**src/rtl/div_pkg.sv**
```systemverilog
// Shared types and constants for the divider result collector.
// Optional statistics are enabled by DIV_RESULT_COLLECTOR_STATS_EN (see top).
package div_pkg;
   localparam int DIV_W = 4;
   localparam logic [DIV_W-1:0] DZ_QUOTIENT = '1;

   typedef struct packed {
      logic             dz;
      logic [DIV_W-1:0] q;
      logic [DIV_W-1:0] r;
   } div_result_t;
endpackage

```
**src/rtl/div_result_fifo.sv**
```systemverilog
// Small synchronous FIFO of divider results. When empty, the head shows the
// entry popped last, so the outputs hold their final value.
module div_result_fifo
   import div_pkg::*;
#(
   parameter int DEPTH = 4,
   localparam int AW = $clog2(DEPTH)
) (
   input  logic        clk,
   input  logic        rst_n,
   input  logic        i_push,
   input  div_result_t i_data,
   input  logic        i_pop,
   output div_result_t o_head,
   output logic [AW:0] o_count,
   output logic        o_empty,
   output logic        o_full
);
   logic [AW-1:0] r_wr_ptr, r_rd_ptr;
   logic [AW:0]   r_count;
   div_result_t   r_mem [DEPTH];
   logic          w_push, w_pop;

   assign o_empty = (r_count == '0);
   assign o_full  = (r_count == (AW+1)'(DEPTH));
   assign o_count = r_count;
   assign w_pop   = i_pop & ~o_empty;
   assign w_push  = i_push & (~o_full | w_pop);

   // Slot behind the read pointer is the last popped entry until a push reuses the slot.
   assign o_head = o_empty ? r_mem[r_rd_ptr - AW'(1)] : r_mem[r_rd_ptr];

   always_ff @(posedge clk or negedge rst_n) begin
      if (!rst_n) begin
         r_wr_ptr <= '0;
         r_rd_ptr <= '0;
         r_count  <= '0;
         for (int i = 0; i < DEPTH; i++) r_mem[i] <= '0;
      end else begin
         if (w_push) begin
            r_mem[r_wr_ptr] <= i_data;
            r_wr_ptr        <= r_wr_ptr + AW'(1);
         end
         if (w_pop) r_rd_ptr <= r_rd_ptr + AW'(1);
         case ({w_push, w_pop})
            2'b10:   r_count <= r_count + (AW+1)'(1);
            2'b01:   r_count <= r_count - (AW+1)'(1);
            default: r_count <= r_count;
         endcase
      end
   end
endmodule

```
**src/rtl/div_result_collector.sv**
```systemverilog
// Tracks ops through a valid shadow of the divider pipeline, buffers results and
// hands out credits. Define DIV_RESULT_COLLECTOR_STATS_EN for pop/dz counters.
module div_result_collector
   import div_pkg::*;
#(
   parameter int W       = DIV_W,
   parameter int LATENCY = 3,
   parameter int DEPTH   = 4
) (
   input  logic         clk,
   input  logic         rst_n,
   input  logic         i_in_valid,
   output logic         o_in_ready,
   input  logic [W-1:0] i_in_dividend,
   input  logic [W-1:0] i_in_divisor,
   input  logic [W-1:0] i_div_quotient,
   input  logic [W-1:0] i_div_remainder,
   output logic         o_out_valid,
   input  logic         i_out_ready,
   output logic [W-1:0] o_out_quotient,
   output logic [W-1:0] o_out_remainder,
   output logic         o_out_dz,
   output logic         o_overflow
`ifdef DIV_RESULT_COLLECTOR_STATS_EN
   ,
   output logic [15:0]  o_res_count,
   output logic [15:0]  o_dz_count
`endif
);
   localparam int AW = $clog2(DEPTH);
   localparam int SW = $clog2(DEPTH + LATENCY + 1) + 1;

   logic [LATENCY-1:0]        r_vld_pipe, r_dz_pipe;
   logic [LATENCY-1:0][W-1:0] r_dvd_pipe;
   logic                      r_overflow;
   logic [SW-1:0]             w_inflight;
   logic [AW:0]               w_count;
   logic                      w_empty, w_full, w_pop;
   div_result_t               w_entry, w_head;

   always_comb begin
      w_inflight = '0;
      for (int i = 0; i < LATENCY; i++) w_inflight = w_inflight + SW'(r_vld_pipe[i]);
   end

   // Credits count in-flight ops as already occupying the FIFO, so capture never overruns.
   assign o_in_ready = ~w_full & ((SW'(w_count) + w_inflight) < SW'(DEPTH));

   always_ff @(posedge clk or negedge rst_n) begin
      if (!rst_n) begin
         r_vld_pipe <= '0;
         r_dz_pipe  <= '0;
         r_dvd_pipe <= '0;
         r_overflow <= 1'b0;
      end else begin
         r_vld_pipe[0] <= i_in_valid & o_in_ready;
         r_dz_pipe[0]  <= (i_in_divisor == '0);
         r_dvd_pipe[0] <= i_in_dividend;
         for (int i = 1; i < LATENCY; i++) begin
            r_vld_pipe[i] <= r_vld_pipe[i-1];
            r_dz_pipe[i]  <= r_dz_pipe[i-1];
            r_dvd_pipe[i] <= r_dvd_pipe[i-1];
         end
         if (i_in_valid & ~o_in_ready) r_overflow <= 1'b1;
      end
   end

   always_comb begin
      w_entry = '{dz: 1'b0, q: i_div_quotient, r: i_div_remainder};
      if (r_dz_pipe[LATENCY-1])
         w_entry = '{dz: 1'b1, q: DZ_QUOTIENT, r: r_dvd_pipe[LATENCY-1]};
   end

   assign w_pop = o_out_valid & i_out_ready;

   div_result_fifo #(.DEPTH(DEPTH)) u_fifo (
      .clk     (clk),
      .rst_n   (rst_n),
      .i_push  (r_vld_pipe[LATENCY-1]),
      .i_data  (w_entry),
      .i_pop   (w_pop),
      .o_head  (w_head),
      .o_count (w_count),
      .o_empty (w_empty),
      .o_full  (w_full)
   );

   assign o_out_valid     = ~w_empty;
   assign o_out_quotient  = w_head.q;
   assign o_out_remainder = w_head.r;
   assign o_out_dz        = w_head.dz;
   assign o_overflow      = r_overflow;

`ifdef DIV_RESULT_COLLECTOR_STATS_EN
   logic [15:0] r_res_count, r_dz_count;

   always_ff @(posedge clk or negedge rst_n) begin
      if (!rst_n) begin
         r_res_count <= '0;
         r_dz_count  <= '0;
      end else if (w_pop) begin
         if (r_res_count != 16'hFFFF) r_res_count <= r_res_count + 16'd1;
         if (w_head.dz && r_dz_count != 16'hFFFF) r_dz_count <= r_dz_count + 16'd1;
      end
   end

   assign o_res_count = r_res_count;
   assign o_dz_count  = r_dz_count;
`endif
endmodule

```
**config.mk**
```make
export PLATFORM = sky130hd
export DESIGN_NAME = div_result_collector
export DESIGN_NICKNAME = d
export VERILOG_FILES = /design/src/rtl/div_pkg.sv /design/src/rtl/div_result_fifo.sv /design/src/rtl/div_result_collector.sv
export SDC_FILE = /design/constraint.sdc
export NUM_CORES = 1
export LEC_CHECK = 0
export CELL_PAD_IN_SITES_DETAIL_PLACEMENT = 0
export CELL_PAD_IN_SITES_GLOBAL_PLACEMENT = 2
export CORE_MARGIN = 2
export CORE_UTILIZATION = 36
export DETAILED_ROUTE_END_ITERATION = 6
export MAX_ROUTING_LAYER = met4
export PLACE_DENSITY = 0.83
export SKIP_CTS_REPAIR_TIMING = 1
export SLEW_MARGIN = 20
export SYNTH_ARGS = -nofsm -noshare
export SYNTH_HDL_FRONTEND = slang
export SYNTH_SLANG_ARGS = --single-unit
```
**constraint.sdc**
```tcl
create_clock -name clk -period 2.55 [get_ports clk]
set_input_delay 0.51 -clock clk [delete_from_list [all_inputs] [get_ports clk]]
set_output_delay 0.51 -clock clk [all_outputs]
set_load 0.05 [all_outputs]
```
### Yosys cells after proc, flatten, opt, wreduce, memory -nomap -nowiden

Index checks and enable logic that the tools add are counted.

| word-level totals | value |
|---|---|
| register bits after elaboration | 62 |
| output and inout bits | 12 |
| word-level logic and storage cells | 66 |
| bits of input ports | 20 |

| cells by class | value |
|---|---|
| add/subtract/negate cells | 8 |
| bitwise logic cells | 13 |
| $lt $le $gt $ge | 5 |
| reduce and logical (&&, ||, !) cells | 4 |
| eq/ne operators | 3 |
| muxes and demuxes | 12 |

Operators by type and width:

| cell | number |
|---|---|
| 9-bit two-way mux | 7 |
| 9-bit binary-select mux with 2-bit select | 2 |
| 36-bit bitwise mux | 1 |
| 9-bit demux with 2-bit select | 1 |
| 3-bit greater-or-equal comparator (second input constant) | 3 |
| 2-bit inverter with 3-bit output | 3 |
| 1-bit AND | 6 |
| 3-bit one-hot mux with 2 select lines | 1 |
| 2-bit by 1-bit adder with 2-bit output (second input constant) | 2 |
| 3-bit by 3-bit adder with 4-bit output | 1 |
| 4-bit zero test | 1 |
| 4-bit by 3-bit less-than comparator with 1-bit output (second input constant) | 1 |
| 2-bit by 1-bit adder with 3-bit output | 1 |
| 3-bit by 1-bit adder with 3-bit output (second input constant) | 1 |
| 3-bit equality test (second input constant) | 1 |
| 3-bit zero test | 1 |
| 3-bit by 1-bit less-than comparator with 1-bit output (second input constant) | 1 |
| 1-bit inverter | 3 |
| 3-bit by 1-bit subtractor with 3-bit output (second input constant) | 1 |
| 1-bit by 1-bit adder with 2-bit output | 1 |
| 2-bit by 1-bit equality test with 1-bit output (second input constant) | 1 |
| 2-bit equality test (second input constant) | 1 |
| 2-bit nonzero test | 1 |
| 2-bit by 1-bit subtractor with 2-bit output (second input constant) | 1 |
| other kinds (2) | 2 |

### Depth between registers and ports, before layout

Gate-level depths: netlist (run 1).

| logic depth | value |
|---|---|
| depth in word-level cells | 8 |
| mapped depth | 11 |
| mapped depth without buffers | 9 |

### Cells and area by module

A second synthesis (run 1) with hierarchy kept.

| second synthesis, totals | value |
|---|---|
| cells, all modules | 224 |
| area total of the unflattened synthesis | 3,046.7 µm² |

Modules (own cells, without submodules):

| module | times used | area an instance (µm²) | cells an instance | seq. area each (µm²) |
|---|---|---|---|---|
| div_result_fifo | 1 | 2,388.5 | 181 | 1,076.0 |
| div_result_collector | 1 | 658.1 | 43 | 475.5 |

### Least setup slack after synthesis (run 1)

Ideal clock, no wire load.

| timing path | value |
|---|---|
| path type | flip-flop to output port |
| start | register u_fifo.r_count[0] (netlist: u_fifo.o_count[0]) |
| end | output port o_in_ready |
| arrival | 2.439 ns |
| data required time | 2.040 ns |
| buffers on the path | 0 |
| setup slack | -0.399 ns |
| stages on the path, launching flop included | 4 |
| path through | dfrtp_1 -> fa_1 -> ha_1 -> a311oi_1 |

| on the way | value |
|---|---|
| longest elaborated chain between the ends | 3 |
| elaborated cells on any way between the ends | 5 |
| those cells by class | 1 x add/sub; 1 x order compare; 1 x eq/ne; 2 x bitwise |

RTL lines:

| item | line | text |
|---|---|---|
| start, declared | div_result_fifo.sv:20 | `logic [AW:0] r_count;` |
| start signal, assigned | div_result_fifo.sv:46 | `2'b10: r_count <= r_count + (AW+1)'(1);` |
| start signal, assigned | div_result_fifo.sv:47 | `2'b01: r_count <= r_count - (AW+1)'(1);` |
| start signal, assigned | div_result_fifo.sv:48 | `default: r_count <= r_count;` |
| 3-bit by 3-bit adder with 4-bit output / 3-bit equality test (equally long branches) | div_result_collector.sv:47, div_result_fifo.sv:25 |  |
| 4-bit by 3-bit less-than comparator with 1-bit output / 1-bit inverter (equally long branches) | div_result_collector.sv:47 | `assign o_in_ready = ~w_full & ((SW'(w_count) + w_inflight) < SW'(DEPTH));` |
| 1-bit AND * | div_result_collector.sv:47 |  |
| end, declared | div_result_collector.sv:13 | `output logic o_in_ready,` |

Every way passes the cells marked *; elsewhere a longest branch is shown, timed or not.

### Worst setup path in the final report (run 1)

| timing path | value |
|---|---|
| start | register r_vld_pipe[0] |
| end | output port o_in_ready |

| on the way | value |
|---|---|
| longest elaborated chain between the ends | 5 |

RTL lines:

| item | line | text |
|---|---|---|
| start, declared | div_result_collector.sv:33 | `logic [LATENCY-1:0] r_vld_pipe, r_dz_pipe;` |
| start signal, assigned | div_result_collector.sv:56 | `r_vld_pipe[0] <= i_in_valid & o_in_ready;` |
| start signal, assigned by index | div_result_collector.sv:60 | `r_vld_pipe[i] <= r_vld_pipe[i-1];` |
| 1-bit by 1-bit adder with 2-bit output | div_result_collector.sv:43 | `for (int i = 0; i < LATENCY; i++) w_inflight = w_inflight + SW'(r_vld_pipe[i]);` |
| 2-bit by 1-bit adder with 3-bit output | div_result_collector.sv:43 |  |
| 3-bit by 3-bit adder with 4-bit output | div_result_collector.sv:47 |  |
| 4-bit by 3-bit less-than comparator with 1-bit output | div_result_collector.sv:47 |  |
| 1-bit AND | div_result_collector.sv:47 |  |

Every way passes these cells.

==> key figures, run 1 <==
Run status
  – Status: finished, final reports clean

Power
  – Final Power: 5.88 mW
  – Leak: ~1.7 nW
  – Max IR drop VDD: between 400 and 500 uV
  – Power per standard cell area: 1510 nW/um2

GRT
  – First-pass GRT wire length: between 10 and 15 mm
  – Vias in the first global route: roughly 2200
  – Initial antenna violation count: 0
  – Gr usage total: 0.164
  – Largest net degree at the start of global routing: 36
  – Grt total ovfl: 0

Place
  – Post-place setup slack: 0.153 ns
  – Placed instance area: roughly 3600 um2
  – Cell count after placement: ~430
  – Port buffer count: 31
  – Global placement routability congestion: 0.806
  – DPL Wire Length: roughly 4.5 mm

STA
  – WHS: 0.197 ns
  – Max-slew violations: 0
  – RSZ-0062 raised after global routing: true
  – Fin Setup TNS: 0 ns
  – Fin crit share: 0.966
  – Fmax: about 0.4 GHz
  – Setup Skew: roughly 0.011 ns
  – Hold Vio Cnt, Final: 0
  – Slew Limit Headroom: 0.542
  – Min cycle time layout: 2.46 ns
  – Setup ws final: approximately 0.085 ns
  – Worst Tran Pin Value: slightly below 0.7 ns
  – Final setup fails: 0

Synthesis
  – Yosys top cell area share: 0.523
  – Yosys warns: 0
  – Mapped Area: 2970 um2
  – Post-Synthesis Cells: approximately 290
  – Largest area contributor in the netlist: dfrtp_1
  – Synth top cells by count: dfrtp_1, o21ai_0, nand2_1
  – Post-synth EDFFs: 0
  – FFs w/ async S/R, synth: 1.00
  – Syn avg cell area: 10.2 um2
  – Syn Nets: 318
  – Ranking of synthesized cells by area: dfrtp_1, o21ai_0, mux2i_1
  – Ys flop type: dfrtp_1
  – Synth unique cells: 34
  – Top-count cell post-synth: dfrtp_1
  – Seq/Total Area, Yosys: 0.523
  – Register bit total from synthesis: 62

Drt
  – Vias/cell: 5.01
  – Routed wire length: approximately 6.4 mm
  – DRT iter0 DRCs: roughly 130
  – DR vias: around 2200
  – Final antenna-violating net count: 0
  – First-pass DRT Iterations: 4
  – Post-DR wirelength/cell: approximately 14 um
  – # DRC: 0

Final layout
  – Layout Cells excl Fill: between 400 and 500
  – Number of fill cells: 786
  – Design area: between 3000 and 4000 um2
  – Final core utilization: 0.480
  – Layout area overhead: 30.8%
  – Nets: between 300 and 400
  – Ant diodes: 0
  – Share of cells above drive strength 1: 0.218

Clocking
  – CTS tree: yes
  – Clk Latency, worst-skew pair: between 0.3 and 0.4 ns
  – CTS root buffer: clkbuf_8
  – Worst-path clk slew: about 0.080 ns
  – Max Buffers Root-to-Sink: 2
  – Clock Sinks: slightly above 60
  – H-tree depth: 3
  – Num CTS Buffers: 9

Worst setup path
  – Critical path class: reg -> out
  – Crit path launch type: flop
  – Critical Path End Type: output port
  – CP peak stage delay: 0.41 ns
  – CP max stage cell: dfrtp_1
  – Worst EP arrival: approximately 2.0 ns
  – Worst EP required: between 2 and 2.5 ns
  – Reg2reg path depth: 9
  – Peak fanout along the critical path: 3
  – Crit path from: r_vld_pipe[0]
  – Worst R2R Start: u_fifo.o_count[0]
  – Crit-path cells: fa_2, ha_4, a311oi_4, buf_12

Die
  – DIE HEIGHT: 94.8 um
  – Core area: 8090 um2
  – Rows: 33
  – # IOs: 32
  – Width of the die: 94.8 um
  – Die Area: ~9000 um2
  – Starting Density: 0.367

Job
  – Max-Cap Viols: 0

Min path
  – Worst Hold Class: in -> async
[routing by layer]
metal / GRT usage / up-vias / part of all wire
met3: 0.0359 / 8 / 0.030
met4: 0.0785 / 0 / 0.019
met1: 0.227 / 1068 / 0.51
met5: - / - / 0
met2: 0.229 / 41 / 0.44
li1: - / 1108 / -
[kinds of logic (layout without fill, tap and decap cells)]
logic type | count (synthesis) | in the layout | share of synthesized area
AO/OA/AOI/OAI | 90 | 90 | 0.166
XOR/XNOR | 5 | 5 | 0.0148
adder cells (fa/ha/maj) | 7 | 7 | 0.0346
buffers and inverters | 26 | 74 | 0.0464
flip-flops | 62 | 62 | 0.523
multiplexers | 18 | 18 | 0.0624
AND/OR/NAND/NOR | 83 | 83 | 0.154
[area by class of cell]
type,count,area (um2),share of cell area
repair buffers,51,582,0.150
clock inverters,7,104,0.0267
clock buffers,9,124,0.0319
well taps,105,131,0.0338
inverters,7,26.3,0.00676
flip-flops and latches,62,1550,0.399
multi-input cells,203,1370,0.352
[flip-flops by register name, indices dropped and copies added (netlist names)]
register         cells
u_fifo.r_wr_ptr      2
u_fifo.r_mem        36
r_dz_pipe            3
u_fifo.o_count       3
o_overflow           1
u_fifo.r_rd_ptr      2
r_vld_pipe           3
r_dvd_pipe          12
[power by group]
| part | leakage (nW) | switching (mW) | internal, mW | total (mW) |
|---|---|---|---|---|
| sequential | 0.771 | 0.264 | 1.33 | 1.59 |
| combinational | 0.815 | 1.83 | 1.47 | 3.30 |
| clock | 0.115 | 0.430 | 0.564 | 0.993 |
[path summary, 6_finish.rpt]
kind                                     endpoint  slack, ns
worst min-delay path                   o_overflow       0.20
worst min register to register      r_dvd_pipe[9]       0.35
worst max-delay path                   o_in_ready       0.09
min in group clk                    r_dvd_pipe[9]       0.35
worst max register to register  u_fifo.o_count[1]       0.41
max in group asynchronous        u_fifo.r_mem[12]       1.72
[worst max-delay path, delay by kind of cell (launching register included)]
| family | cells | cell delay, ns |
|---|---|---|
| compound gates | 1 | 0.36 |
| fa+ha+maj | 2 | 0.64 |
| buf+inv | 1 | 0.19 |
| flops | 1 | 0.41 |
[cell usage in the layout, fill, tap and decap left out, drive strengths merged, types with 4 or more instances in the layout]
master	instances
dfrtp	62
ha	5
mux2	4
o21ai	63
and3	9
buf	32
a211oi	9
nor2	16
clkbuf	9
clkdlybuf4s50	19
inv	10
mux2i	14
nand3	6
nor3b	8
a21oi	11
nand2	34
Power figures use the tool's default switching activity.
==> inputs of run 2 (changes only) <==
==> constraint.sdc (replaced) <==
create_clock -name clk -period 2.5 [get_ports clk]
set_input_delay 0.5 -clock clk [delete_from_list [all_inputs] [get_ports clk]]
set_output_delay 0.5 -clock clk [all_outputs]
set_load 0.05 [all_outputs]
==> key figures, run 2 (same netlist as run 1, synthesis figures left out) <==
STA
  – Hold Vio Cnt, Final: 0 (unchanged)
  – RSZ-0062 raised after global routing: true (unchanged)
  – Setup Skew: 0.00903 ns (was 0.0114 ns)
  – Slew Limit Headroom: 0.544 (was 0.542)
  – Fin Setup TNS: 0 ns (unchanged)
  – Fin crit share: 0.977
  – Min cycle time layout: approximately 2.4 ns
  – Final setup fails: 0 (unchanged)
  – Worst Tran Pin Value: 0.684 ns (was 0.688 ns)
  – Fmax: around 0.41 GHz
  – Max-slew violations: 0 (unchanged)
  – WHS: 0.208 ns (was 0.197 ns)

Drt
  – Routed wire length: 6.51 mm (was 6.38 mm)
  – Vias/cell: 5.02 (was 5.01)
  – DRT iter0 DRCs: 133 (was 128)
  – First-pass DRT Iterations: 4 (unchanged)
  – DR vias: 2236 (was 2225)
  – Final antenna-violating net count: 0 (unchanged)
  – Post-DR wirelength/cell: 14.6 um (was 14.4 um)
  – # DRC: 0 (unchanged)

Final layout
  – Top Registers: u_fifo.r_mem x36, r_dvd_pipe x12 (unchanged)
  – Layout area overhead: 32.4% (was 30.8%)
  – Largest Register: u_fifo.r_mem (unchanged)
  – Nets: 362 (was 361)
  – Design area: 3930 um2 (was 3880 um2)
  – Final core utilization: 0.486 (was 0.480)
  – Share of cells above drive strength 1: 0.247 (was 0.218)
  – Number of fill cells: 772 (was 786)
  – Commonest non-fill, non-tap cell in the layout: dfrtp_1 (unchanged)
  – Most frequent cells in the layout: dfrtp_1, o21ai_0, nand2_1 (unchanged)
  – Ant diodes: 0 (unchanged)
  – Max reg flops: 36 (unchanged)

Die
  – DIE HEIGHT: 94.8 um (unchanged)
  – Core area: 8090 um2 (unchanged)
  – Width of the die: 94.8 um (unchanged)
  – Rows: 33 (unchanged)
  – Starting Density: 0.367 (unchanged)
  – Die Area: 8990 um2 (unchanged)
  – # IOs: 32 (unchanged)

Worst setup path
  – CP max stage cell: fa_2 (was dfrtp_1)
  – Peak fanout along the critical path: 3 (unchanged)
  – Crit path launch type: flop (unchanged)
  – Worst EP required: 2.00 ns (was 2.04 ns)
  – Critical path class: reg -> out (unchanged)
  – Reg2reg path depth: 9 (unchanged)
  – Crit-path cells: fa_2, ha_4, a311oi_4, buf_12 (unchanged)
  – CP peak stage delay: 0.42 ns (was 0.41 ns)
  – Critical Path End Type: output port (unchanged)
  – Worst EP arrival: 1.94 ns (was 1.95 ns)

Job
  – Max-Cap Viols: 0 (unchanged)

Clocking
  – H-tree depth: 3 (unchanged)
  – CTS tree: yes (unchanged)
  – Num CTS Buffers: 9 (unchanged)
  – CTS root buffer: clkbuf_8 (unchanged)
  – Clk Latency, worst-skew pair: 0.33 ns (was 0.34 ns)
  – Max Buffers Root-to-Sink: 2 (unchanged)
  – Worst-path clk slew: 0.07 ns (was 0.08 ns)
  – Clock Sinks: 62 (unchanged)

GRT
  – Vias in the first global route: 2200 (was 2155)
  – Initial antenna violation count: 0 (unchanged)
  – Largest net degree at the start of global routing: 36 (unchanged)
  – Gr usage total: 0.162 (was 0.164)
  – First-pass GRT wire length: 10.8 mm (about the same)
  – Grt total ovfl: 0 (unchanged)

Run status
  – Status: finished, final reports clean (unchanged)

Place
  – Global placement routability congestion: 0.797 (was 0.806)
  – Placed instance area: 3570 um2 (was 3560 um2)
  – DPL Wire Length: 4.56 mm (was 4.52 mm)
  – Port buffer count: 31 (unchanged)

Power
  – Comb pwr share: 0.573 (was 0.561)
  – Power per standard cell area: 1550 nW/um2 (was 1510 nW/um2)
  – Internal power: 3.52 mW (was 3.36 mW)
  – Sequential share of power: 0.270 (about the same)
  – Sw Ratio: 0.423 (was 0.428)
  – Switching power of the nets: 2.58 mW (was 2.52 mW)
  – Leak: 1.70 nW (about the same)
  – Max IR drop VDD: 565 uV (was 466 uV)
  – Final Power: 6.10 mW (was 5.88 mW)
  – Clk network pwr share: 0.156 (was 0.169)

Min path
  – Worst Hold Class: in -> async (unchanged)
[run 2: routing by layer]
layer  track usage  part of all wire  up-vias  wire length (um)
li1              -                 -     1114                 -
met1         0.232              0.50     1074              3240
met2         0.233              0.47       42              3050
met3        0.0343             0.031        6               205
met4        0.0435            0.0028        0                18
met5             -                 0        -                 0
[run 2: final timing paths]
| path | to | slack (ns) | startpoint |
|---|---|---|---|
| setup / recovery | o_in_ready | 0.06 | r_vld_pipe[0] |
| max in group asynchronous | r_dvd_pipe[3] | 1.67 | rst_n |
| hold / removal | r_vld_pipe[2] | 0.21 | rst_n |
| min in group clk | r_dz_pipe[2] | 0.35 | r_dz_pipe[1] |
| setup reg to reg | u_fifo.o_count[1] | 0.34 | u_fifo.o_count[1] |
| hold reg to reg | r_dz_pipe[2] | 0.35 | r_dz_pipe[1] |
[run 2: worst max-delay path, delay by kind of cell, from the launching register on]
kind / cells / cell delay, ns
buffers and inverters: 1 / 0.19
AOI/OAI and AO/OA: 1 / 0.36
adders and majority gates: 2 / 0.66
DFF: 1 / 0.41
[run 2: layout make-up]
cell class                 count  area [um2]  share of cell area
sequential                    62        1550               0.395
timing repair buffer          52         593               0.151
inverter                       7        26.3             0.00669
clock buffer                  12         145              0.0369
clock inverter                 4        70.1              0.0178
multi-input combinational    203        1410               0.359
tap                          105         131              0.0334
[run 2: power by group through the flow]
stage / Clock [mW] / Combinational [mW] / Sequential (mW)
final: 0.955 / 3.50 / 1.65
after global routing: 1.02 / 3.81 / 1.69
after CTS: 0.978 / 3.20 / 1.59
after detailed placement: 0 / 3.20 / 1.61
after global placement: 0 / 3.17 / 1.60
after floorplan: 0 / 1.97 / 1.55
[run 2: per-stage QoR]
step / setup slack, ns / instances
final: 0.0576 / 445
after detailed placement: 0.122 / 428
after global routing: -0.00479 / 445
after floorplan: 0.0529 / 291
after CTS: -0.127 / 444
after global placement: 0.168 / 428
